$ cat src/rtl/rv32i_writeback.sv
// RV32I writeback stage: retires ALU results, waits on memory read data for loads,
// and turns exceptions and branches into a one-cycle fetch redirect with upstream flush.

`ifndef OPCODE_WIDTH
`define OPCODE_WIDTH 11
`endif
`ifndef LOAD
`define LOAD 2
`endif
`ifndef EXCEPTION_WIDTH
`define EXCEPTION_WIDTH 4
`endif

module rv32i_writeback #(
    parameter logic [31:0] TRAP_VECTOR = 32'h0000_0004
) (
    input  logic                        i_clk,
    input  logic                        i_rst,
    input  logic                        i_ce,
    input  logic                        i_stall,
    input  logic                        i_flush,
    input  logic [4:0]                  i_rd_addr,
    input  logic [31:0]                 i_rd,
    input  logic                        i_wr_rd,
    input  logic                        i_rd_valid,
    input  logic [`OPCODE_WIDTH-1:0]    i_opcode,
    input  logic [2:0]                  i_funct3,
    input  logic [`EXCEPTION_WIDTH-1:0] i_exception,
    input  logic                        i_change_pc,
    input  logic [31:0]                 i_next_pc,
    input  logic [1:0]                  i_addr_lsb,
    input  logic [31:0]                 i_load_data,
    input  logic                        i_ack,
    output logic                        o_wr_rd,
    output logic [4:0]                  o_rd_addr,
    output logic [31:0]                 o_rd,
    output logic                        o_change_pc,
    output logic [31:0]                 o_next_pc,
    output logic                        o_flush,
    output logic                        o_stall,
    output logic                        o_trap,
    output logic [31:0]                 o_instret
);

    typedef enum logic [1:0] {
        IDLE      = 2'd0,
        LOAD_WAIT = 2'd1,
        REDIRECT  = 2'd2
    } state_t;

    state_t      r_state;
    logic        r_wr_rd;
    logic        r_change_pc;
    logic        r_flush;
    logic        r_trap;
    logic [4:0]  r_rd_addr;
    logic [31:0] r_rd;
    logic [31:0] r_next_pc;
    logic [31:0] r_instret;
    logic        r_load_wr;
    logic [4:0]  r_load_rd_addr;
    logic [2:0]  r_load_funct3;
    logic [1:0]  r_load_lsb;

    logic        w_has_exception;
    logic        w_is_load;
    logic        w_alu_write;
    logic [7:0]  w_byte;
    logic [15:0] w_half;
    logic [31:0] w_load_value;
    logic        w_unused_opcode;

    assign w_has_exception = |i_exception;
    assign w_is_load       = i_opcode[`LOAD];
    assign w_alu_write     = i_wr_rd && i_rd_valid && (i_rd_addr != 5'd0);
    // Only the load bit steers this stage; the rest of the one-hot opcode is informational.
    assign w_unused_opcode = ^{i_opcode[`OPCODE_WIDTH-1:`LOAD+1], i_opcode[`LOAD-1:0]};

    assign w_byte = i_load_data[{r_load_lsb, 3'b000} +: 8];
    assign w_half = i_load_data[{r_load_lsb[1], 4'b0000} +: 16];

    always_comb begin
        // NOTE: assign a default before the case so no path can infer a latch.
        w_load_value = i_load_data;
        case (r_load_funct3)
            3'b000:  w_load_value = {{24{w_byte[7]}}, w_byte};
            3'b100:  w_load_value = {24'd0, w_byte};
            3'b001:  w_load_value = {{16{w_half[15]}}, w_half};
            3'b101:  w_load_value = {16'd0, w_half};
            default: w_load_value = i_load_data;
        endcase
    end

    // NOTE: all state uses non-blocking assignments so every register samples pre-edge values.
    always_ff @(posedge i_clk or posedge i_rst) begin
        if (i_rst) begin
            r_state        <= IDLE;
            r_wr_rd        <= 1'b0;
            r_change_pc    <= 1'b0;
            r_flush        <= 1'b0;
            r_trap         <= 1'b0;
            r_rd_addr      <= 5'd0;
            r_rd           <= 32'd0;
            r_next_pc      <= 32'd0;
            r_instret      <= 32'd0;
            r_load_wr      <= 1'b0;
            r_load_rd_addr <= 5'd0;
            r_load_funct3  <= 3'd0;
            r_load_lsb     <= 2'd0;
        end else if (i_flush) begin
            // Flush discards whatever is held, including a load still waiting on memory.
            r_state     <= IDLE;
            r_wr_rd     <= 1'b0;
            r_change_pc <= 1'b0;
            r_flush     <= 1'b0;
            r_trap      <= 1'b0;
        end else if (!i_stall) begin
            r_wr_rd     <= 1'b0;
            r_change_pc <= 1'b0;
            r_flush     <= 1'b0;
            r_trap      <= 1'b0;
            case (r_state)
                IDLE: begin
                    if (i_ce) begin
                        if (w_has_exception) begin
                            r_trap      <= 1'b1;
                            r_change_pc <= 1'b1;
                            r_flush     <= 1'b1;
                            r_next_pc   <= TRAP_VECTOR;
                            r_state     <= REDIRECT;
                        end else if (w_is_load) begin
                            r_load_wr      <= i_wr_rd && (i_rd_addr != 5'd0);
                            r_load_rd_addr <= i_rd_addr;
                            r_load_funct3  <= i_funct3;
                            r_load_lsb     <= i_addr_lsb;
                            r_state        <= LOAD_WAIT;
                        end else begin
                            if (w_alu_write) begin
                                r_wr_rd   <= 1'b1;
                                r_rd_addr <= i_rd_addr;
                                r_rd      <= i_rd;
                            end
                            r_instret <= r_instret + 32'd1;
                            if (i_change_pc) begin
                                r_change_pc <= 1'b1;
                                r_flush     <= 1'b1;
                                r_next_pc   <= i_next_pc;
                                r_state     <= REDIRECT;
                            end
                        end
                    end
                end
                LOAD_WAIT: begin
                    if (i_ack) begin
                        if (r_load_wr) begin
                            r_wr_rd   <= 1'b1;
                            r_rd_addr <= r_load_rd_addr;
                            r_rd      <= w_load_value;
                        end
                        r_instret <= r_instret + 32'd1;
                        r_state   <= IDLE;
                    end
                end
                REDIRECT: r_state <= IDLE;
                default:  r_state <= IDLE;
            endcase
        end
    end

    assign o_wr_rd     = r_wr_rd;
    assign o_rd_addr   = r_rd_addr;
    assign o_rd        = r_rd;
    assign o_change_pc = r_change_pc;
    assign o_next_pc   = r_next_pc;
    assign o_flush     = r_flush;
    assign o_trap      = r_trap;
    assign o_instret   = r_instret;
    assign o_stall     = (r_state == LOAD_WAIT);

endmodule

$ cat config.mk
export PLATFORM = sky130hd
export DESIGN_NAME = rv32i_writeback
export DESIGN_NICKNAME = d
export VERILOG_FILES = /design/src/rtl/rv32i_writeback.sv
export SDC_FILE = /design/constraint.sdc
export NUM_CORES = 1
export LEC_CHECK = 0
export CAP_MARGIN = 20
export CORE_MARGIN = 3
export CORE_UTILIZATION = 35
export CTS_BUF_LIST = sky130_fd_sc_hd__clkbuf_4
export DETAILED_ROUTE_END_ITERATION = 8
export PLACE_DENSITY = 0.7
export SYNTH_ARGS = -nofsm -noshare
export SYNTH_HDL_FRONTEND = slang
export SYNTH_SLANG_ARGS = --single-unit
$ cat constraint.sdc
create_clock -name i_clk -period 3.55 [get_ports i_clk]
set_input_delay 0.5325 -clock i_clk [delete_from_list [all_inputs] [get_ports i_clk]]
set_output_delay 0.5325 -clock i_clk [all_outputs]
set_load 0.005 [all_outputs]
* Word level (Yosys, flattened, before mapping)
Cells that the tools add are included.
** Operators by class
- Bitwise gates (word level) :: 3
- $add $sub $neg :: 1
- Multiplexer cells :: 52
- $mul :: 0
- Divide/modulo/power cells :: 0
- $lt $le $gt $ge :: 0
- Reductions and logical operators :: 14
- Equality and inequality tests :: 15
- Shift operators :: 2
** Operators by type and width (count)
- 32-bit two-way mux :: 13
- 32-bit case mux with 2 select lines :: 2
- 32-bit case mux with 4 select lines :: 1
- 32-bit by 1-bit adder with 32-bit output, second input constant :: 1
- 32-bit by 6-bit variable part select with 16-bit output :: 1
- 32-bit by 6-bit variable part select with 8-bit output :: 1
- 5-bit two-way mux :: 6
- 1-bit two-way mux :: 20
- 2-bit two-way mux :: 7
- 6-bit AND reduction :: 2
- 2-bit != test, second input constant :: 5
- 5-bit case mux with 2 select lines :: 1
- 9-bit AND reduction :: 1
- 7-bit AND reduction :: 1
- 3-bit equality test, second input constant :: 2
- 2-bit by 1-bit != test with 1-bit output, second input constant :: 3
- 3-bit != test, second input constant :: 2
- 5-bit != test, second input constant :: 1
- 5-bit nonzero test :: 1
- 2-bit case mux with 2 select lines :: 1
- 4-bit AND reduction :: 1
- 2-bit nonzero test :: 2
- 4-bit OR reduction :: 1
- 3-bit by 1-bit equality test with 1-bit output, second input constant :: 1
- 6 further kinds :: 10
** Storage, ports and cells
- Output and inout port bits :: 106
- Bits in writable memories :: 0
- Flip-flop bits (word level) :: 117
- Memories :: 0
- Input bits :: 130
- Bits in latches :: 0
- Bits in read-only memories :: 0

* Logic depth before layout (Yosys ltp)
Gate-level depths: netlist of run 1.
- Depth in word-level cells :: 9
- Gate-level depth with buffers :: 8

* Worst setup path after synthesis of run 1
Ideal clock, no wire load.
- Path kind :: in2reg
- From :: in i_exception[1]
- To :: reg r_instret[1] (netlist: o_instret[1])
- Arrival :: 1922 ps
- Stages on the path :: 5
- Library setup time :: 125 ps
- Required time :: 3425 ps
- Path buffers :: 1
- Slack :: 1503 ps
- Cell sequence :: or4_4 > a211oi_2 > and2_1 > buf_2 > mux2_2
** Between the ends
- Cells in the longest elaborated chain, start to end :: 3
** Ends and longest elaborated chain
- start, declared :: line 28 : input logic [`EXCEPTION_WIDTH-1:0] i_exception,
- 4-bit OR reduction :: line 73 : assign w_has_exception = |i_exception;
- 2-bit != test (no line)
- 7-bit AND reduction (no line)
- end signal, assigned :: line 143 : r_instret <= r_instret + 32'd1;
- end signal, assigned :: line 160 : r_instret <= r_instret + 32'd1;
- end, declared :: line 59 : logic [31:0] r_instret;
Every way passes these cells.
A chain may end at the register's enable or synchronous reset.

* Worst setup path in the final report of run 1
- From :: reg r_state[1]
- To :: out o_stall
** Between the ends
- Cells in the longest elaborated chain, start to end :: 1
** Ends and longest elaborated chain
- start, declared :: line 51 : state_t r_state;
- start signal, assigned :: line 97 : r_state <= IDLE;
- start signal, assigned :: line 112 : r_state <= IDLE;
- start signal, assigned :: line 130 : r_state <= REDIRECT;
- 2-bit by 1-bit equality test with 1-bit output :: line 178 : assign o_stall = (r_state == LOAD_WAIT);
- end, declared :: line 40 : output logic o_stall,
Every way passes these cells.

==> impl_metrics.py, run 1 <==
metrics = {
    "worst_setup_path": {
        "timing.critical_path.from": "r_state[1]$_DFFE_PP0P_",
        "path_depth": 4,
        "worstReg2RegEnd": "o_rd[21]$_DFFE_PP0P_",
        "end_kind": "output pin",
        "crit-reg2reg-launch": "r_load_lsb[1]$_DFFE_PP0P_",
        "criticalPathCategory": "reg -> out",
        "start_kind": "flip-flop",
        "critPathBufInv": 3,
        "critPathMaxFanout": 27,
        "cp.arrival_ns": 2.34,
        "required_ns": 3.02,
        "critPathCapture": "o_stall",
        "max_stage_delay_ns": 0.53,
        "path_cells": "nand2b_1, inv_2, buf_4, clkdlybuf4s50_1",
        "critPathTopFamily": "buffers and inverters",
        "r2r_slack_ns": 1.06,
        "worstRegToRegCells": 6,
        "cp_slowest_cell": "clkdlybuf4s50_1",
    },
    "clock_network": {
        "cts-root-buf": "clkbuf_4",
        "numCtsBuffers": 17,
        "hold_buffers": 0,
        "cts_sinks": 117,
        "h-tree-depth": 4,
        "clkTransAtPathRegs_ns": 0.11,
        "clk_latency_ns": 0.54,
        "cts_resized": 0,
        "clock_path_buffers": 2,
        "cts_tree": "yes",
        "cts_setup_buffers": 0,
    },
    "power": {
        "cellPowerDensity_nw_per_um2": 372,
        "seq_power_share": 0.478,
        "power.switching_mw": 0.864,
        "netSwitchingFraction": 0.272,
        "p_total_mw": 3.18,
        "pwr-share-clk": 0.337,
        "power_frac_comb": 0.185,
        "p_leak_nw": 3.62,
        "internal_power_mw": 2.32,
        "ir_worst_vdd_mv": 0.223,
    },
    "timing": {
        "skew_ns": 0.0195,
        "finalSetupViolations": 0,
        "relSlewSlack": 0.474,
        "fmax_mhz": 349,
        "setup_tns_ns": 0,
        "layout_setup_ws_ns": 0.682,
        "rsz0062_at_grt": "false",
        "slew_violations": 0,
        "hold_violations": 0,
        "period_needed_ns": 2.87,
        "whs_ns": 0.487,
        "post-route-period-util": 0.808,
        "worst_slew_pin_slew_ns": 0.780,
    },
    "detailed_routing": {
        "avgRoutedWirePerCell_microns": 16.3,
        "via_count": 5281,
        "drtAntennaViolNets": 0,
        "drt_wl_total_microns": 17400,
        "drc": 0,
        "first_pass_iters": 5,
        "viasPerCell": 4.96,
        "initialDrtViolationCount": 256,
    },
    "synthesis": {
        "async_flop_share": 1.00,
        "post_synth_num_cell_types": 55,
        "yosysTopAreaCell": "dfrtp_1",
        "seq_area_frac_synth": 0.508,
        "netlist_instances": 619,
        "synth_edf_count": 0,
        "synth_area_leaders": "dfrtp_1 51%, nand2_1 7.8%, o21ai_0 4.7%, nor2_1 4.0%, xnor2_1 3.3%",
        "synth_seq_cells": 117,
        "synth_flop_cell": "dfrtp_1",
        "syn_area_per_cell_sq_um": 9.30,
        "syn_area_sq_um": 5760,
        "yosys_warnings": 0,
        "syn_nets": 750,
        "synth_top_area_frac": 0.508,
    },
    "job": {
        "maxCapViolCount": 0,
    },
    "global_routing": {
        "grt_max_degree": 118,
        "grt_pass1_vias": 5189,
        "track_usage": 0.193,
        "antenna_found_initial": 1,
        "grt_pass1_wl_microns": 27300,
        "grt.overflow.total": 0,
    },
    "floorplanning": {
        "die_height_microns": 134,
        "die-area_sq_um": 18000,
        "fp-row-count": 46,
        "ios": 236,
        "core_sq_um": 16000,
        "start_util": 0.360,
        "die_w_microns": 134,
    },
    "place": {
        "gp_congestion": 0.808,
        "io_buffers": 225,
        "pre_cts_ws_ns": 0.712,
        "place_hpwl_microns": 12800,
        "place_area_sq_um": 8230,
    },
    "layout": {
        "fin_area_sq_um": 8550,
        "area_growth_syn_to_layout_pct": 48.4,
        "fin_nets": 965,
        "drive_gt1_frac": 0.0874,
    },
    "worst_hold_path": {
        "worstHoldPathType": "reg -> reg",
        "hold_start": "o_instret[31]$_DFFE_PP0P_",
    },
    "status": {
        "status": "finished, final reports clean",
    },
}
## cells in the final DEF, fill, tap and decap left out, drive strengths merged, types with 17 or more instances in the layout
master and n:
nor2 62, xnor2 22, a2111oi 18, inv 17, nand2 119, and3 21
o21ai 61, clkdlybuf4s50 225, clkbuf 19, dfrtp 117
## cell type report
cell class	instances	area (sq um)
Multi-Input combinational cell	445	2600
Clock inverter	13	174
Timing Repair Buffer	238	2370
Fill cell	1512	7450
Antenna cell	1	2.50
Clock buffer	19	143
Inverter	15	60.1
Sequential cell	117	2930
Tap cell	216	270
## per-layer routing
layer,GRT usage,part of all wire
met5,0,0
met4,0.0871,0.027
met3,0.0428,0.048
met2,0.317,0.49
met1,0.244,0.43
## state kept, by name (all words and copies together) (netlist names), 2 cells and up
| name | count |
|---|---|
| r_load_lsb | 2 |
| o_rd_addr | 5 |
| o_rd | 32 |
| o_instret | 32 |
| o_next_pc | 32 |
| r_load_funct3 | 3 |
| r_state | 2 |
| r_load_rd_addr | 5 |
## worst register-to-register path, cell delays in order (launching register included)
cell and delay, ns:
dfrtp_1 0.87, mux2_2 0.46, mux2i_1 0.14, nor3_1 0.13
buf_4 0.21, a2111oi_0 0.47, nor2_1 0.08
## logic make-up (layout without fill, tap and decap cells)
kind of cell,after synthesis,in the layout,share of synthesized area
buf+inv,57,285,0.0413
fa+ha+maj,1,1,0.00217
compound gates,126,126,0.142
mux,21,21,0.0437
other cells,0,1,0
flops,117,117,0.508
simple gates,266,266,0.216
xor+xnor,31,31,0.0471
## worst min-delay path by stage
stage / endpoint / slack [ns] / cells after the start
floorplan: r_load_wr$_DFFE_PP0P_ / 0.45 / 2
global placement: o_instret[31]$_DFFE_PP0P_ / 0.46 / 1
detailed placement: o_instret[31]$_DFFE_PP0P_ / 0.47 / 1
CTS: o_next_pc[19]$_DFFE_PP0P_ / 0.45 / 3
global route: o_next_pc[19]$_DFFE_PP0P_ / 0.46 / 3
finish: o_instret[31]$_DFFE_PP0P_ / 0.49 / 1
## Yosys cell counts (2+ instances only)
master and instances:
a21oi_1 8, a211oi_1 3, and2_1 3, and4_1 3, nand2b_1 5, or2_2 2, a221oi_1 7, o21ai_1 7
mux4_2 2, nor2_1 62, nand4_1 10, o31ai_1 4, xor2_1 9, nor3_1 7, buf_4 2, xnor2_1 22
a21o_1 2, a2111oi_0 17, inv_1 14, or3_1 2, mux2_2 13, clkbuf_1 26, o22ai_1 4, mux2i_1 6
o21ai_0 54, nor2b_1 8, buf_2 13, and3_1 21, nor3_2 3, nand3_1 12, nand2_1 119, dfrtp_1 117
a31oi_1 10
## power by group through the flow
stage / logic, mW / registers (mW) / clock network [mW]
after floorplan: 0.202 / 1.54 / 0
after CTS: 0.598 / 1.52 / 1.11
after global routing: 0.645 / 1.54 / 1.18
final: 0.589 / 1.52 / 1.07
after detailed placement: 0.596 / 1.55 / 0
after global placement: 0.591 / 1.55 / 0
## stage by stage
stage / util / instances
after floorplan: - / 619
after global placement: 0.514 / 1031
after detailed placement: 0.514 / 1031
after CTS: 0.534 / 1063
after global routing: 0.534 / 1064
final: 0.534 / 1064
Note: power is estimated with default switching activity, not from simulation.
==> inputs of run 2 (changes only) <==
- clock period: 3.55 -> 2.4 ns (I/O delays scaled with it)
==> run 2 against run 1 <==
Net effect: sequential cell count stayed put; register-to-register slack got worse by 0.90 ns; worst setup slack got worse by 0.55 ns; worst hold slack got worse by 0.31 ns; largest cell class unchanged.
==> impl_metrics.py, run 2 (synthesis gave the netlist of run 1 again) <==
metrics = {
    "status": {
        "status": "finished, final reports clean",
    },
    "layout": {
        "drive_gt1_frac": 0.125,
        "mostFrequentLayoutCells": "225 x clkdlybuf4s50_1, 118 x nand2_1, 116 x dfrtp_1",
        "fin_nets": 1000,
        "layout_commonest_cell": "clkdlybuf4s50_1",
        "fin_area_sq_um": 8870,
        "area_growth_syn_to_layout_pct": 53.9,
    },
    "worst_setup_path": {
        "required_ns": 2.04,
        "critPathTopFamily": "buffers and inverters",
        "critPathBufInv": 3,
        "cp.arrival_ns": 1.91,
        "start_kind": "flip-flop",
        "criticalPathCategory": "reg -> out",
        "end_kind": "output pin",
        "critPathMaxFanout": 21,
        "max_stage_delay_ns": 0.51,
        "path_cells": "nand2b_4, inv_2, buf_12, clkdlybuf4s50_1",
        "cp_slowest_cell": "clkdlybuf4s50_1",
    },
    "timing": {
        "setup_tns_ns": 0,
        "finalSetupViolations": 0,
        "period_needed_ns": 2.27,
        "fmax_mhz": 441,
        "skew_ns": 0.0165,
        "post-route-period-util": 0.944,
        "relSlewSlack": 0.587,
        "slew_violations": 0,
        "hold_violations": 0,
        "whs_ns": 0.180,
        "worst_slew_pin_slew_ns": 0.619,
        "rsz0062_at_grt": "false",
    },
    "global_routing": {
        "antenna_found_initial": 1,
        "grt_pass1_wl_microns": 28600,
        "grt_pass1_vias": 5374,
        "grt_max_degree": 56,
        "track_usage": 0.199,
        "grt.overflow.total": 0,
    },
    "power": {
        "pwr-share-clk": 0.298,
        "power.switching_mw": 1.30,
        "netSwitchingFraction": 0.288,
        "seq_power_share": 0.495,
        "p_leak_nw": 3.81,
        "ir_worst_vdd_mv": 0.344,
        "power_frac_comb": 0.207,
        "internal_power_mw": 3.22,
        "p_total_mw": 4.52,
        "cellPowerDensity_nw_per_um2": 510,
    },
    "clock_network": {
        "numCtsBuffers": 17,
        "h-tree-depth": 4,
        "clock_path_buffers": 2,
        "cts_tree": "yes",
        "cts-root-buf": "clkbuf_4",
        "cts_sinks": 117,
        "clk_latency_ns": 0.53,
        "clkTransAtPathRegs_ns": 0.12,
    },
    "detailed_routing": {
        "first_pass_iters": 5,
        "drt_wl_total_microns": 18000,
        "avgRoutedWirePerCell_microns": 16.3,
        "via_count": 5462,
        "drtAntennaViolNets": 0,
        "initialDrtViolationCount": 316,
        "drc": 0,
        "viasPerCell": 4.97,
    },
    "floorplanning": {
        "die_w_microns": 134,
        "core_sq_um": 16000,
        "fp-row-count": 46,
        "die-area_sq_um": 18000,
        "die_height_microns": 134,
        "ios": 236,
        "start_util": 0.360,
    },
    "place": {
        "io_buffers": 225,
        "place_area_sq_um": 8540,
        "place_hpwl_microns": 13400,
        "gp_congestion": 0.842,
    },
    "job": {
        "maxCapViolCount": 0,
    },
    "worst_hold_path": {
        "worstHoldPathType": "in -> async",
    },
}
-- run 2: layout make-up --
cell class,count,area (sq um)
repair buffers,273,2740
clock buffers,17,128
diodes,1,2.50
multi-input cells,445,2610
inverters,15,60.1
flip-flops and latches,117,2930
well taps,216,270
fillers,1531,7130
clock inverters,15,133
-- run 2: worst paths after layout --
path,from,end,slack [ns],cells past startpoint
max,r_state[1]$_DFFE_PP0P_,o_stall,0.13,4
min,i_rst,o_next_pc[10]$_DFFE_PP0P_,0.18,2
max reg2reg,r_state[1]$_DFFE_PP0P_,o_rd[19]$_DFFE_PP0P_,0.16,9
min reg2reg,o_instret[31]$_DFFE_PP0P_,o_instret[31]$_DFFE_PP0P_,0.48,1
max in group asynchronous,i_rst,o_rd[0]$_DFFE_PP0P_,1.58,3
min in group i_clk,i_next_pc[16],o_next_pc[16]$_DFFE_PP0P_,0.35,3
-- run 2: through the flow --
stage | cells | worst slack [ns] | util
3_5_place_dp | 1064 | -0.137 | 0.534
5_1_grt | 1099 | 0.00769 | 0.554
3_3_place_gp | 1063 | -0.159 | 0.533
4_1_cts | 1097 | 0.00269 | 0.553
2_1_floorplan | 619 | 0.526 | -
6_report | 1099 | 0.134 | 0.554
-- run 2: metal layers --
| metal | up-vias | wire length (microns) | GRT usage | share of wire |
|---|---|---|---|---|
| met5 | - | 0 | 0 | 0 |
| met4 | 0 | 433 | 0.0764 | 0.024 |
| met3 | 26 | 1000 | 0.0484 | 0.056 |
| met2 | 167 | 8650 | 0.318 | 0.48 |
| met1 | 2605 | 7870 | 0.261 | 0.44 |
| li1 | 2664 | - | - | - |
-- run 2: what timing repair did --
item	CTS	global route
hold buffers	0	0
gates cloned	1	0
gates resized for setup	3	4
endpoints found under the setup margin	1	1
setup buffers	0	1
-- run 2: power by group through the flow --
stage	logic [mW]	clock network, mW	registers [mW]
2_1_floorplan	0.298	0	2.27
3_3_place_gp	0.925	0	2.27
3_5_place_dp	0.940	0	2.28
4_1_cts	0.943	1.41	2.24
5_1_grt	1.02	1.50	2.26
6_report	0.935	1.35	2.24
==> inputs of run 3 (changes only) <==
- CELL_PAD_IN_SITES_DETAIL_PLACEMENT: not set -> 2
- CELL_PAD_IN_SITES_GLOBAL_PLACEMENT: not set -> 2
- CORE_MARGIN: 3 -> 1.5
- CORE_UTILIZATION: 35 -> 34
- DONT_BUFFER_PORTS: not set -> 1
- PLACE_DENSITY: 0.7 -> not set
- PLACE_DENSITY_LB_ADDON: not set -> 0.1
==> run 3 against run 2 <==
Net effect: clock-buffer cell count up 1; utilization down 13 points; worst setup slack better by 0.036 ns; worst hold slack lost 0.11 ns; critical endpoint is now o_rd[20]$_DFFE_PP0P_.
==> impl_metrics.py, run 3 (synthesis gave the netlist of run 1 again) <==
metrics = {
    "clock_network": {
        "cts_tree": "yes",
        "cts_sinks": 117,
        "cts_setup_buffers": 0,
        "clkTransAtPathRegs_ns": 0.11,
        "h-tree-depth": 4,
        "cts-root-buf": "clkbuf_4",
        "numCtsBuffers": 17,
        "clk_latency_ns": 0.52,
        "clock_path_buffers": 2,
    },
    "global_routing": {
        "grt_pass1_vias": 5520,
        "antenna_found_initial": 1,
        "track_usage": 0.227,
        "grt_pass1_wl_microns": 31100,
        "grt_max_degree": 67,
        "grt.overflow.total": 0,
    },
    "layout": {
        "mostFrequentLayoutCells": "118 x nand2_1, 117 x dfrtp_1, 72 x dlygate4sd3_1",
        "fin_area_sq_um": 7060,
        "final_cells": 923,
        "fill_cells": 1800,
        "area_growth_syn_to_layout_pct": 22.6,
        "multi_input_area_sq_um": 2600,
        "fin_nets": 819,
        "seq_area_sq_um": 2930,
        "layout_commonest_cell": "nand2_1",
        "drive_gt1_frac": 0.111,
    },
    "floorplanning": {
        "start_util": 0.347,
        "die-area_sq_um": 17700,
        "core_sq_um": 16600,
        "fp-row-count": 47,
        "ios": 236,
        "die_height_microns": 133,
        "die_w_microns": 133,
    },
    "place": {
        "io_buffers": 0,
        "gp_congestion": 0.811,
        "place_hpwl_microns": 13700,
        "place_area_sq_um": 6060,
        "dp_cells": 817,
    },
    "detailed_routing": {
        "drtAntennaViolNets": 0,
        "avgRoutedWirePerCell_microns": 21.1,
        "drc": 0,
        "first_pass_iters": 4,
        "via_count": 4971,
        "drt_wl_total_microns": 19500,
        "viasPerCell": 5.39,
        "initialDrtViolationCount": 159,
    },
    "worst_setup_path": {
        "critPathTopFamily": "simple AND/OR/NAND/NOR gates",
        "cp_slowest_cell": "a2111oi_1",
        "end_kind": "flip-flop",
        "start_kind": "flip-flop",
        "cp.arrival_ns": 2.63,
        "critPathMaxFanout": 38,
        "required_ns": 2.80,
        "max_stage_delay_ns": 0.48,
        "critPathBufInv": 1,
        "criticalPathCategory": "reg -> reg",
        "path_cells": "or2_2, nor4_1, o211ai_1, buf_12, a2111oi_1, nor2_1",
    },
    "power": {
        "p_total_mw": 4.18,
        "cellPowerDensity_nw_per_um2": 592,
        "seq_power_share": 0.550,
        "netSwitchingFraction": 0.289,
        "p_leak_nw": 3.10,
        "power_frac_comb": 0.115,
        "ir_worst_vdd_mv": 0.226,
        "internal_power_mw": 2.97,
        "power.switching_mw": 1.21,
        "pwr-share-clk": 0.335,
    },
    "timing": {
        "slew_violations": 0,
        "fmax_mhz": 448,
        "post-route-period-util": 0.929,
        "hold_violations": 0,
        "finalSetupViolations": 0,
        "relSlewSlack": 0.619,
        "skew_ns": 0.0129,
        "period_needed_ns": 2.23,
        "worst_slew_pin_slew_ns": 0.570,
        "whs_ns": 0.0668,
    },
    "status": {
        "status": "finished, final reports clean",
    },
    "job": {
        "maxCapViolCount": 0,
    },
    "worst_hold_path": {
        "worstHoldPathType": "in -> reg",
    },
}
-- run 3: repair_timing --
action                                  CTS  global route
resized for setup                         0             4
endpoints found under the setup margin    0             4
hold buffers                             71             1
endpoints found under the hold margin    92             1
-- run 3: cell type report --
type	count	area share
sequential	117	0.415
multi-input combinational	445	0.368
timing repair buffer	92	0.130
tap	220	0.0390
clock inverter	14	0.0193
clock buffer	18	0.0191
inverter	15	0.00850
antenna	2	0.000709
-- run 3: per-layer routing --
| metal | routed length [microns] | global-route usage | up-vias | share of wire |
|---|---|---|---|---|
| li1 | - | - | 2291 | - |
| met1 | 8470 | 0.295 | 2497 | 0.43 |
| met2 | 9290 | 0.361 | 159 | 0.48 |
| met3 | 1410 | 0.0681 | 24 | 0.072 |
| met4 | 331 | 0.0791 | 0 | 0.017 |
| met5 | 0 | 0 | - | 0 |
-- run 3: final timing paths --
path	from	endpoint	slack, ns	depth (start not counted)
worst max-delay path	r_state[1]$_DFFE_PP0P_	o_rd[20]$_DFFE_PP0P_	0.17	6
max in group asynchronous	i_rst	o_rd[8]$_DFFE_PP0P_	1.37	3
worst max register to register	r_state[1]$_DFFE_PP0P_	o_rd[20]$_DFFE_PP0P_	0.17	6
min in group asynchronous	i_rst	o_rd_addr[2]$_DFFE_PP0P_	0.33	2
worst min register to register	o_next_pc[1]$_DFFE_PP0P_	o_next_pc[1]$_DFFE_PP0P_	0.52	2
worst min-delay path	i_rd[13]	o_rd[13]$_DFFE_PP0P_	0.07	2
-- run 3: worst reg2reg max path, delay by kind of cell (launching register included) --
family	cells	cell delay (ns)
and+or+nand+nor	3	0.75
AOI/OAI and AO/OA	2	0.71
DFF	1	0.43
buffers and inverters	1	0.23
-- run 3: power by group through the flow --
| stage | registers, mW | logic [mW] | clock network, mW |
|---|---|---|---|
| floorplan | 2.27 | 0.298 | 0 |
| global placement | 2.33 | 0.354 | 0 |
| detailed placement | 2.34 | 0.383 | 0 |
| CTS | 2.30 | 0.485 | 1.47 |
| global route | 2.32 | 0.549 | 1.55 |
| finish | 2.30 | 0.481 | 1.40 |
-- run 3: stage by stage --
stage	setup slack [ns]	TNS (ns)	utilization
after floorplan	0.526	0	-
after global placement	0.286	0	0.365
after detailed placement	0.133	0	0.365
after CTS	0.151	0	0.425
after global routing	-0.0669	-0.136	0.426
final	0.170	0	0.426
